File: src/rtl/keypad_scan_pkg.sv
// Shared definitions for the 4x4 matrix keypad scanner.
//   - Debounce FSM state encoding
//   - Scan result classification (none / exactly one / multiple keys)
//   - eval_scan(): turns a 16-bit "key is down" vector into a scan result.
//     Bit index = row_idx*4 + col_idx, which is also the reported key code.
package keypad_scan_pkg;

  localparam int CODE_W = 4;
  localparam int ROWS   = 4;
  localparam int COLS   = 4;
  localparam int KEYS   = ROWS * COLS;

  typedef enum logic [1:0] {
    ST_IDLE,
    ST_PRESS_DB,
    ST_PRESSED,
    ST_REL_DB
  } state_t;

  typedef enum logic [1:0] {
    RES_NONE,
    RES_ONE,
    RES_MULTI
  } scan_kind_t;

  typedef struct packed {
    scan_kind_t          kind;
    logic [CODE_W-1:0]   code;
  } scan_res_t;

  // Count the active positions; when exactly one is active, its index is the
  // key code. With zero or several active the code is meaningless.
  function automatic scan_res_t eval_scan(input logic [KEYS-1:0] hits);
    scan_res_t res;
    logic [4:0] n;
    res.kind = RES_NONE;
    res.code = '0;
    n        = '0;
    for (int i = 0; i < KEYS; i++) begin
      if (hits[i]) begin
        n        = n + 5'd1;
        res.code = CODE_W'(i);
      end
    end
    if (n == 5'd1) begin
      res.kind = RES_ONE;
    end else if (n > 5'd1) begin
      res.kind = RES_MULTI;
    end
    return res;
  endfunction

endpackage

File: src/rtl/keypad_scan_debounce.sv
// Press/release debouncer for the keypad scanner.
// Evaluated once per completed full scan of the matrix.
// Ports:
//   clk, rst_n   clock, asynchronous active-low reset
//   scan_done    one-cycle strobe: a full 4-row scan has just completed
//   result       classification of that scan (none / one / multi)
//   code         key code when result is RES_ONE
//   key          last accepted key code (kept after release)
//   key_valid    one-cycle pulse when a press is accepted
//   key_held     high from accepted press until accepted release
import keypad_scan_pkg::*;

module keypad_scan_debounce #(
  parameter int DEBOUNCE = 4
) (
  input  logic              clk,
  input  logic              rst_n,
  input  logic              scan_done,
  input  scan_kind_t        result,
  input  logic [CODE_W-1:0] code,
  output logic [CODE_W-1:0] key,
  output logic              key_valid,
  output logic              key_held
);

  localparam int CNT_W = $clog2(DEBOUNCE + 1);
  localparam logic [CNT_W-1:0] CNT_MAX = CNT_W'(DEBOUNCE);
  localparam logic [CNT_W-1:0] CNT_ONE = CNT_W'(1);

  state_t            state_reg, state_next;
  logic [CODE_W-1:0] cand_reg, cand_next;
  logic [CNT_W-1:0]  cnt_reg, cnt_next;
  logic [CODE_W-1:0] key_reg, key_next;
  logic              key_valid_reg, key_valid_next;
  logic              key_held_reg, key_held_next;

  logic             is_one;
  logic [CNT_W-1:0] cnt_inc;

  assign is_one  = (result == RES_ONE);
  // The counter only ever increments while below DEBOUNCE (reaching it
  // always leaves the state), so it saturates naturally.
  assign cnt_inc = cnt_reg + CNT_ONE;

  always_ff @(posedge clk or negedge rst_n) begin
    if (!rst_n) begin
      state_reg     <= ST_IDLE;
      cand_reg      <= '0;
      cnt_reg       <= '0;
      key_reg       <= '0;
      key_valid_reg <= 1'b0;
      key_held_reg  <= 1'b0;
    end else begin
      state_reg     <= state_next;
      cand_reg      <= cand_next;
      cnt_reg       <= cnt_next;
      key_reg       <= key_next;
      key_valid_reg <= key_valid_next;
      key_held_reg  <= key_held_next;
    end
  end

  always_comb begin
    state_next     = state_reg;
    cand_next      = cand_reg;
    cnt_next       = cnt_reg;
    key_next       = key_reg;
    key_valid_next = 1'b0;
    key_held_next  = key_held_reg;

    if (scan_done) begin
      case (state_reg)
        ST_IDLE: begin
          if (is_one) begin
            if (DEBOUNCE == 1) begin
              state_next     = ST_PRESSED;
              key_next       = code;
              key_valid_next = 1'b1;
              key_held_next  = 1'b1;
              cnt_next       = '0;
            end else begin
              state_next = ST_PRESS_DB;
              cand_next  = code;
              cnt_next   = CNT_ONE;
            end
          end
        end

        ST_PRESS_DB: begin
          if (is_one && (code == cand_reg)) begin
            if (cnt_inc == CNT_MAX) begin
              state_next     = ST_PRESSED;
              key_next       = cand_reg;
              key_valid_next = 1'b1;
              key_held_next  = 1'b1;
              cnt_next       = '0;
            end else begin
              cnt_next = cnt_inc;
            end
          end else if (is_one) begin
            // A different single key restarts the candidate.
            cand_next = code;
            cnt_next  = CNT_ONE;
          end else begin
            state_next = ST_IDLE;
            cnt_next   = '0;
          end
        end

        ST_PRESSED: begin
          // Anything but the held key alone counts as a release scan; a
          // second key is never reported until the release is accepted.
          if (!(is_one && (code == key_reg))) begin
            if (DEBOUNCE == 1) begin
              state_next    = ST_IDLE;
              key_held_next = 1'b0;
              cnt_next      = '0;
            end else begin
              state_next = ST_REL_DB;
              cnt_next   = CNT_ONE;
            end
          end
        end

        ST_REL_DB: begin
          if (is_one && (code == key_reg)) begin
            // Bounce back to held without a new pulse.
            state_next = ST_PRESSED;
            cnt_next   = '0;
          end else if (cnt_inc == CNT_MAX) begin
            state_next    = ST_IDLE;
            key_held_next = 1'b0;
            cnt_next      = '0;
          end else begin
            cnt_next = cnt_inc;
          end
        end

        default: begin
          state_next = ST_IDLE;
          cnt_next   = '0;
        end
      endcase
    end
  end

  assign key       = key_reg;
  assign key_valid = key_valid_reg;
  assign key_held  = key_held_reg;

endmodule

File: src/rtl/keypad_scan.sv
// 4x4 matrix keypad scanner.
// Drives one row low at a time, synchronizes the column lines, assembles a
// full 16-key snapshot every four row dwells and hands it to the debouncer.
// Ports:
//   clk, rst_n   clock, asynchronous active-low reset
//   row[3:0]     row drive, active-low, exactly one bit low
//   col[3:0]     column sense, active-low, asynchronous to clk
//   key[3:0]     accepted key code = row_idx*4 + col_idx
//   key_valid    one-cycle pulse per accepted press
//   key_held     high while an accepted press has not been released
import keypad_scan_pkg::*;

module keypad_scan #(
  parameter int CLK_DIV  = 1000,
  parameter int DEBOUNCE = 4
) (
  input  logic              clk,
  input  logic              rst_n,
  output logic [ROWS-1:0]   row,
  input  logic [COLS-1:0]   col,
  output logic [CODE_W-1:0] key,
  output logic              key_valid,
  output logic              key_held
);

  localparam int DIV_W = (CLK_DIV > 1) ? $clog2(CLK_DIV) : 1;
  localparam logic [DIV_W-1:0] DIV_LAST = DIV_W'(CLK_DIV - 1);

  logic [COLS-1:0]  col_meta_reg, col_sync_reg;
  logic [DIV_W-1:0] div_cnt_reg;
  logic [1:0]       row_idx_reg;
  logic [COLS-1:0]  scan_buf_reg [0:ROWS-2];
  logic [ROWS-1:0]  row_sel;
  logic [KEYS-1:0]  hits;
  logic             tick;
  logic             scan_done;
  scan_res_t        scan_res;

  // Two-flop synchronizer; idle (pulled-up) level out of reset.
  always_ff @(posedge clk or negedge rst_n) begin
    if (!rst_n) begin
      col_meta_reg <= '1;
      col_sync_reg <= '1;
    end else begin
      col_meta_reg <= col;
      col_sync_reg <= col_meta_reg;
    end
  end

  assign tick = (div_cnt_reg == DIV_LAST);

  always_ff @(posedge clk or negedge rst_n) begin
    if (!rst_n) begin
      div_cnt_reg <= '0;
      row_idx_reg <= '0;
    end else begin
      div_cnt_reg <= tick ? '0 : div_cnt_reg + 1'b1;
      if (tick) begin
        row_idx_reg <= row_idx_reg + 2'd1;
      end
    end
  end

  genvar gi;
  generate
    for (gi = 0; gi < ROWS; gi++) begin : g_row
      assign row_sel[gi] = (row_idx_reg == 2'(gi));
      assign row[gi]     = ~row_sel[gi];
    end
  endgenerate

  // Only rows 0..2 need storing: row 3 is consumed directly on the
  // scan-complete tick so the result is ready on that same edge.
  always_ff @(posedge clk or negedge rst_n) begin
    if (!rst_n) begin
      for (int r = 0; r < ROWS - 1; r++) begin
        scan_buf_reg[r] <= '1;
      end
    end else if (tick) begin
      for (int r = 0; r < ROWS - 1; r++) begin
        if (row_sel[r]) begin
          scan_buf_reg[r] <= col_sync_reg;
        end
      end
    end
  end

  generate
    for (gi = 0; gi < ROWS - 1; gi++) begin : g_hits
      assign hits[gi*COLS +: COLS] = ~scan_buf_reg[gi];
    end
  endgenerate
  assign hits[(ROWS-1)*COLS +: COLS] = ~col_sync_reg;

  assign scan_done = tick && row_sel[ROWS-1];
  assign scan_res  = eval_scan(hits);

  keypad_scan_debounce #(
    .DEBOUNCE (DEBOUNCE)
  ) u_debounce (
    .clk       (clk),
    .rst_n     (rst_n),
    .scan_done (scan_done),
    .result    (scan_res.kind),
    .code      (scan_res.code),
    .key       (key),
    .key_valid (key_valid),
    .key_held  (key_held)
  );

endmodule

File: config.mk
export PLATFORM = sky130hd
export DESIGN_NAME = keypad_scan
export DESIGN_NICKNAME = d
export VERILOG_FILES = /design/src/rtl/keypad_scan_pkg.sv /design/src/rtl/keypad_scan_debounce.sv /design/src/rtl/keypad_scan.sv
export SDC_FILE = /design/constraint.sdc
export NUM_CORES = 1
export LEC_CHECK = 0
export BUFFER_PORTS_ARGS = -buffer_cell sky130_fd_sc_hd__buf_2
export CAP_MARGIN = 20
export CORE_MARGIN = 3
export CORE_UTILIZATION = 50
export CTS_BUF_LIST = sky130_fd_sc_hd__clkbuf_16
export DETAILED_ROUTE_END_ITERATION = 6
export PLACE_DENSITY = 0.67
export SKIP_CTS_REPAIR_TIMING = 1
export SYNTH_ARGS = -nofsm -noshare
export SYNTH_HDL_FRONTEND = slang
export SYNTH_HIERARCHICAL = 1
export SYNTH_SLANG_ARGS = --single-unit
export TNS_END_PERCENT = 20
File: constraint.sdc
create_clock -name clk -period 12.72 [get_ports clk]
set_clock_uncertainty 0.2 [all_clocks]
set_input_delay 1.908 -clock clk [delete_from_list [all_inputs] [get_ports clk]]
set_output_delay 1.908 -clock clk [all_outputs]
set_load 0.05 [all_outputs]
# --- Word-level counts from Yosys, hierarchy flattened ---
# Cells that the tools add are included.
word_totals:
  register_bits: 47
  latch_bits: 0
  mem_bits_rw: 0
  mem_bits_ro: 0
  in_bits: 6
  out_inout_bits: 10
  word_cells: 138
  mem_count: 0
classes:
  add_sub_neg: 18
  n_mul: 0
  div: 0
  order_cmp: 1
  eq_ne: 22
  shifts: 0
  mux: 61
  bitwise_logic: 8
  reduce_logical: 15
ops:
  columns: ["operator", "n"]
  rows:
  - ["5-bit two-way mux", 15]
  - ["5-bit by 1-bit adder with 5-bit output, second input constant", 14]
  - ["4-bit two-way mux", 15]
  - ["2-bit two-way mux", 10]
  - ["4-bit NOT", 4]
  - ["3-bit two-way mux", 5]
  - ["3-bit case mux with 4 select lines", 1]
  - ["6-bit AND reduction", 2]
  - ["1-bit two-way mux", 11]
  - ["10-bit by 1-bit adder with 10-bit output, second input constant", 1]
  - ["10-bit equality test, second input constant", 1]
  - ["10-bit two-way mux", 1]
  - ["2-bit equality test, second input constant", 4]
  - ["4-bit equality test", 2]
  - ["2-bit by 1-bit inequality test with 1-bit output, second input constant", 4]
  - ["2-bit case mux with 4 select lines", 1]
  - ["4-bit case mux with 2 select lines", 1]
  - ["2-bit by 1-bit equality test with 1-bit output, second input constant", 3]
  - ["2-bit inequality test, second input constant", 3]
  - ["3-bit inequality test, second input constant", 2]
  - ["2-bit AND reduction", 3]
  - ["3-bit AND reduction", 2]
  - ["5-bit by 1-bit equality test with 1-bit output, second input constant", 1]
  - ["5-bit by 1-bit > comparator with 1-bit output, second input constant", 1]
  - ["other kinds (11)", 18]

# --- Logic depth before layout (Yosys ltp) ---
logic_depth:
  ltp_word: 40
  ltp_mapped: 55
  ltp_nobuf: 55

# --- Hierarchy ---
# Netlist, hierarchy kept.
by_module_without_submodules:
  columns: ["mod", "instances", "cells_per_inst", "area_each_um2", "seq_area_each_um2"]
  rows:
  - ["keypad_scan", 1, 322, 2972.9, 825.8]
  - ["keypad_scan_debounce", 1, 79, 845.8, 375.4]

# --- Least setup slack after synthesis ---
# Ideal clock, no wire load.
synth_path:
  path_type: "reg2reg"
  startpoint: "register scan_buf_reg[8] in the netlist's numbering"
  endpoint: "register u_debounce.key_reg[0] (netlist: u_debounce/key[0])"
  t_arrival_ps: 10208
  required_ps: 12395
  setup_slack_ps: 2187
  stages_incl_launch_ff: 55
  path_buffers: 0
  period_less_slack_ps: 10533
  path_cell_list: "dfstp_2 > inv_1 > ha_1 > nand2b_1 > and2_1 > ha_1 > nor2b_1 > a31oi_1 > inv_1 > ha_1 > nor2_1 > a21oi_1 > ha_1 > or2_2 > nand2_1 > nor2_1 > ha_1 > inv_1 > [19 not listed] > ha_1 > o21ai_0 > o21ai_0 > ha_1 > mux2_2 > ha_1 > and2b_1 > a21oi_1 > inv_1 > ha_1 > xnor2_1 > o31ai_1 > nand4_1 > mux2_2 > nor2b_1 > nand2_1 > nor3_4 > mux2_2"
synth_rtl:
  columns: ["item", "line_no", "text"]
  rows:
  - ["start: declaration", "keypad_scan.sv:32", "logic [COLS-1:0] scan_buf_reg [0:ROWS-2];"]
  - ["start signal: indexed assignment", "keypad_scan.sv:82", "scan_buf_reg[r] <= col_sync_reg;"]
  - ["end signal: assignment", "keypad_scan_debounce.sv:57", "key_reg <= key_next;"]
  - ["end: declaration", "keypad_scan_debounce.sv:33", "logic [CODE_W-1:0] key_reg, key_next;"]

==> Flow_metrics.wiki <==
{| class="wikitable"
! Metric !! Value
|-
| Result of the run || finished clean
|-
| Total negative setup slack || 0 ns
|-
| Terminus of the critical flop-to-flop path || u_debounce/key[3]$_DFFE_PN0P_
|-
| Area fraction in compound gates after synthesis || between 10% and 20%
|-
| Most frequent cells in the layout || sky130_fd_sc_hd__xnor2_1 (38), sky130_fd_sc_hd__nand2_1 (30), sky130_fd_sc_hd__dfrtp_1 (27), sky130_fd_sc_hd__inv_1 (26), sky130_fd_sc_hd__nor2_1 (26)
|-
| Required time at the endpoint of the critical path || 12.69 ns
|-
| Number of flip-flops under the largest register name || 12
|-
| Switching power share of the total || 22.3%
|-
| Main combinational cell family by area after synthesis || simple AND/OR/NAND/NOR gates
|-
| Count of flip-flops with a built-in enable after synthesis || 0
|-
| Path class of the lowest-slack min-delay path || flip-flop to flip-flop
|-
| Post-synth top area share || between 15 and 20%
|-
| Logic pwr share || 6.2%
|-
| Multiplexer share of the synthesized area || approximately 7.3%
|-
| Aggregate routed wire length || around 7200 µm
|-
| Post-detailed-route via-to-cell ratio || about 5.5
|-
| Power density over the cells || 72.2 nW/µm²
|-
| Clock slew at the register clock pins of the worst setup and hold paths || 0.06 ns
|-
| Initial DRC Count || between 100 and 150
|-
| Slack of the worst reg-to-reg path || 1.12 ns
|-
| Post-layout util || 56.3%
|-
| Remaining global-route overflow || 0
|-
| Post-Syn Area per Cell || roughly 9.5 µm²
|-
| Area growth from synthesis to layout || 8.03%
|-
| Synthesized cell area || 3820 µm²
|-
| Largest net degree at the start of global routing || 48
|-
| Crit path DAT || 11.57 ns
|-
| H-Tree Depth || 2
|-
| Floorplan die area || between 8000 and 9000 µm²
|-
| Overall track demand over capacity in global routing || between 10% and 20%
|-
| XOR/XNOR share of the synthesized area || 17.6%
|-
| FF-to-FF Start || scan_buf_reg[9]$_DFFE_PN1P_
|-
| Fraction of synthesis flops using an asynchronous set or reset pin || 100%
|-
| Final setup viols || 0
|-
| Chip Width || 93.4 µm
|-
| Sequential Power Share || approximately 52%
|-
| FP Rows || 31
|-
| Int Pwr || 0.000231 W
|-
| Cell seen most often among critical-path stages || sky130_fd_sc_hd__ha_1
|-
| Post-synthesis register bit count || 47
|-
| Post-synthesis net count || 429
|-
| Ratio of final minimum period to clock period || 91.2%
|-
| Clock insertion delay at the later pin of the skew report || 0.28 ns
|-
| Antenna cells || 0
|-
| Reg2Reg Depth || 54
|-
| Chip height || 93.4 µm
|-
| Slew headroom || 45.2%
|-
| Initial antenna violation count || 0
|-
| Highest fanout seen on the critical path || 5
|-
| Initial standard-cell utilization of the core || 52.1%
|-
| Most frequent standard cell in the layout excluding fill and tap cells || sky130_fd_sc_hd__xnor2_1
|-
| Hold Path End || col_sync_reg[0]$_DFF_PN1_
|-
| Worst Max-Slew Pin Slew || 0.812 ns
|-
| Number of global-route vias before repair || about 2700
|-
| Instance count of the mapped netlist || 401
|-
| Cells on Worst Hold Path || 0
|-
| Iteration count of the initial detailed-routing pass || 4
|-
| Portion of total power attributed to the clock network || 41.8%
|-
| Post-place instance area || 3970 µm²
|-
| Post-DP HPWL || 5360 µm
|-
| Footprint of the multi-input gates || 2460 µm²
|-
| Critical-path top delay cell || sky130_fd_sc_hd__dfstp_2
|-
| Post-synthesis cell type with the largest combined area || sky130_fd_sc_hd__dfrtp_1
|-
| Number of maximum-capacitance violations || 0
|-
| Post-route minimum period || roughly 12 ns
|-
| TritonCTS clock tree || yes
|-
| Post-synthesis share of cell area spent on full adders, half adders and majority gates || 7.21%
|-
| Crit-path max cell delay || approximately 0.55 ns
|-
| Remaining DRCs || 0
|-
| Root buf cell || sky130_fd_sc_hd__clkbuf_16
|-
| Max VDD drop || 0.0823 mV
|-
| Fin. max-slew vios || 0
|-
| Sequential standard cell area || 1200 µm²
|-
| Sinks on the clock net || between 40 and 50
|-
| Fraction of layout instances using a drive strength above 1 || 21.0%
|-
| Via Count || 2817
|-
| Number of placed I/O pins || 16
|-
| Routed len/inst || 14.1 µm
|-
| Peak Freq || ~86 MHz
|-
| Critical Path Start Type || flip-flop
|-
| Leakage power summed over all cells || 1.70 nW
|-
| Yosys warning count || 6
|-
| Simple-gate share of the synthesized area || around a fifth
|-
| Unrepaired setup endpoints after global routing || false
|-
| Distinct cell type count after synthesis || 66
|-
| TritonCTS buffer count || 5
|-
| Crit path capture type || flip-flop
|-
| Prevailing post-synth register cell || sky130_fd_sc_hd__dfrtp_1
|-
| Fin nets || about 440
|-
| Final antenna-violating net count || 0
|-
| GPL Wtd Cong || 0.835
|-
| Largest cells by area after synthesis || sky130_fd_sc_hd__dfrtp_1 (18%), sky130_fd_sc_hd__dfstp_2 (14%), sky130_fd_sc_hd__xnor2_1 (8.7%)
|-
| Seq/Total Area, Yosys || about a third
|-
| Layout filler cell count || 656
|-
| Setup CP Type || flip-flop to flip-flop
|-
| Placeable core area || 7330 µm²
|-
| Number of buffers added on ports || 15
|-
| Hold path start || col_meta_reg[0]$_DFF_PN1_
|-
| First-pass GRT wire length || 12400 µm
|-
| Total non-filler cell area in the finished layout || approximately 4100 µm²
|-
| Net Sw Power || 0.0000664 W
|-
| Final count of hold timing violations || 0
|-
| Worst hold margin || ~0.16 ns
|-
| Deepest clock path buffer count || 2
|}
metrics by stage:
stage	worst slack (ns)	total power [W]	instances
2_1_floorplan	2.19	0.000169	401
3_3_place_gp	1.54	0.000175	500
3_5_place_dp	1.17	0.000175	500
4_1_cts	1.10	0.000302	508
5_1_grt	0.274	0.000310	509
6_report	1.12	0.000298	509
cells by family after synthesis:
family                   count (synthesis)
AND/OR/NAND/NOR                        137
AO/OA/AOI/OAI                           68
XOR/XNOR                                59
flip-flops                              47
buffers and inverters                   43
multiplexers                            25
adder cells (fa/ha/maj)                 22
layout make-up:
| class | count | area share, % |
|---|---|---|
| timing repair buffer | 17 | 2.49 |
| clock buffer | 5 | 3.03 |
| tap | 99 | 3.00 |
| sequential | 47 | 29.1 |
| inverter | 27 | 2.46 |
| multi-input combinational | 311 | 59.5 |
| clock inverter | 3 | 0.364 |
critical path, delay by kind of cell, from the launching register on:
kind / cells / cell delay [ns]
simple gates: 17 / 2.57
buf+inv: 6 / 0.44
xor+xnor: 1 / 0.14
mux: 3 / 0.96
flops: 1 / 0.55
compound gates: 13 / 2.73
fa+ha+maj: 14 / 3.89
worst max-delay path by stage:
stage	startpoint	endpoint	slack, ns	cells after the start
final	scan_buf_reg[9]$_DFFE_PN1P_	u_debounce/key[3]$_DFFE_PN0P_	1.12	54
after global placement	scan_buf_reg[9]$_DFFE_PN1P_	u_debounce/key[2]$_DFFE_PN0P_	1.54	53
after floorplan	scan_buf_reg[8]$_DFFE_PN1P_	u_debounce/key[0]$_DFFE_PN0P_	2.19	54
after detailed placement	scan_buf_reg[9]$_DFFE_PN1P_	u_debounce/key[3]$_DFFE_PN0P_	1.17	54
after CTS	scan_buf_reg[9]$_DFFE_PN1P_	u_debounce/key[3]$_DFFE_PN0P_	1.10	54
after global routing	scan_buf_reg[9]$_DFFE_PN1P_	u_debounce/key[3]$_DFFE_PN0P_	0.27	54
power by group through the flow:
stage / clock network (W) / logic, W / registers (W)
after floorplan: 0 / 0.0000138 / 0.000155
after global placement: 0 / 0.0000172 / 0.000157
after detailed placement: 0 / 0.0000176 / 0.000157
after CTS: 0.000129 / 0.0000179 / 0.000155
after global routing: 0.000135 / 0.0000205 / 0.000155
final: 0.000125 / 0.0000183 / 0.000155
cells in the mapped netlist, types with 5 or more instances:
cell type                  instances
sky130_fd_sc_hd__nor2b_1          15
sky130_fd_sc_hd__xor2_1            9
sky130_fd_sc_hd__clkbuf_1         12
sky130_fd_sc_hd__ha_1             22
sky130_fd_sc_hd__a21oi_1          11
sky130_fd_sc_hd__xnor2_1          38
sky130_fd_sc_hd__nor2_1           26
sky130_fd_sc_hd__a31oi_1           5
sky130_fd_sc_hd__inv_1            26
sky130_fd_sc_hd__dfstp_2          20
sky130_fd_sc_hd__nand2b_1         11
sky130_fd_sc_hd__nand2_1          30
sky130_fd_sc_hd__nor4_1            5
sky130_fd_sc_hd__nand4_1           6
sky130_fd_sc_hd__nand3_1          14
sky130_fd_sc_hd__dfrtp_1          27
sky130_fd_sc_hd__o21ai_0          16
sky130_fd_sc_hd__mux2_2           22
metal layers:
metal,GRT usage (%),vias to the layer above,share of wire (%)
li1,-,1432,-
met1,23.8,1337,49
met2,28.8,44,48
met3,1.69,4,2.8
met4,4.27,0,0.77
met5,0,-,0
Power figures use the tool's default switching activity.
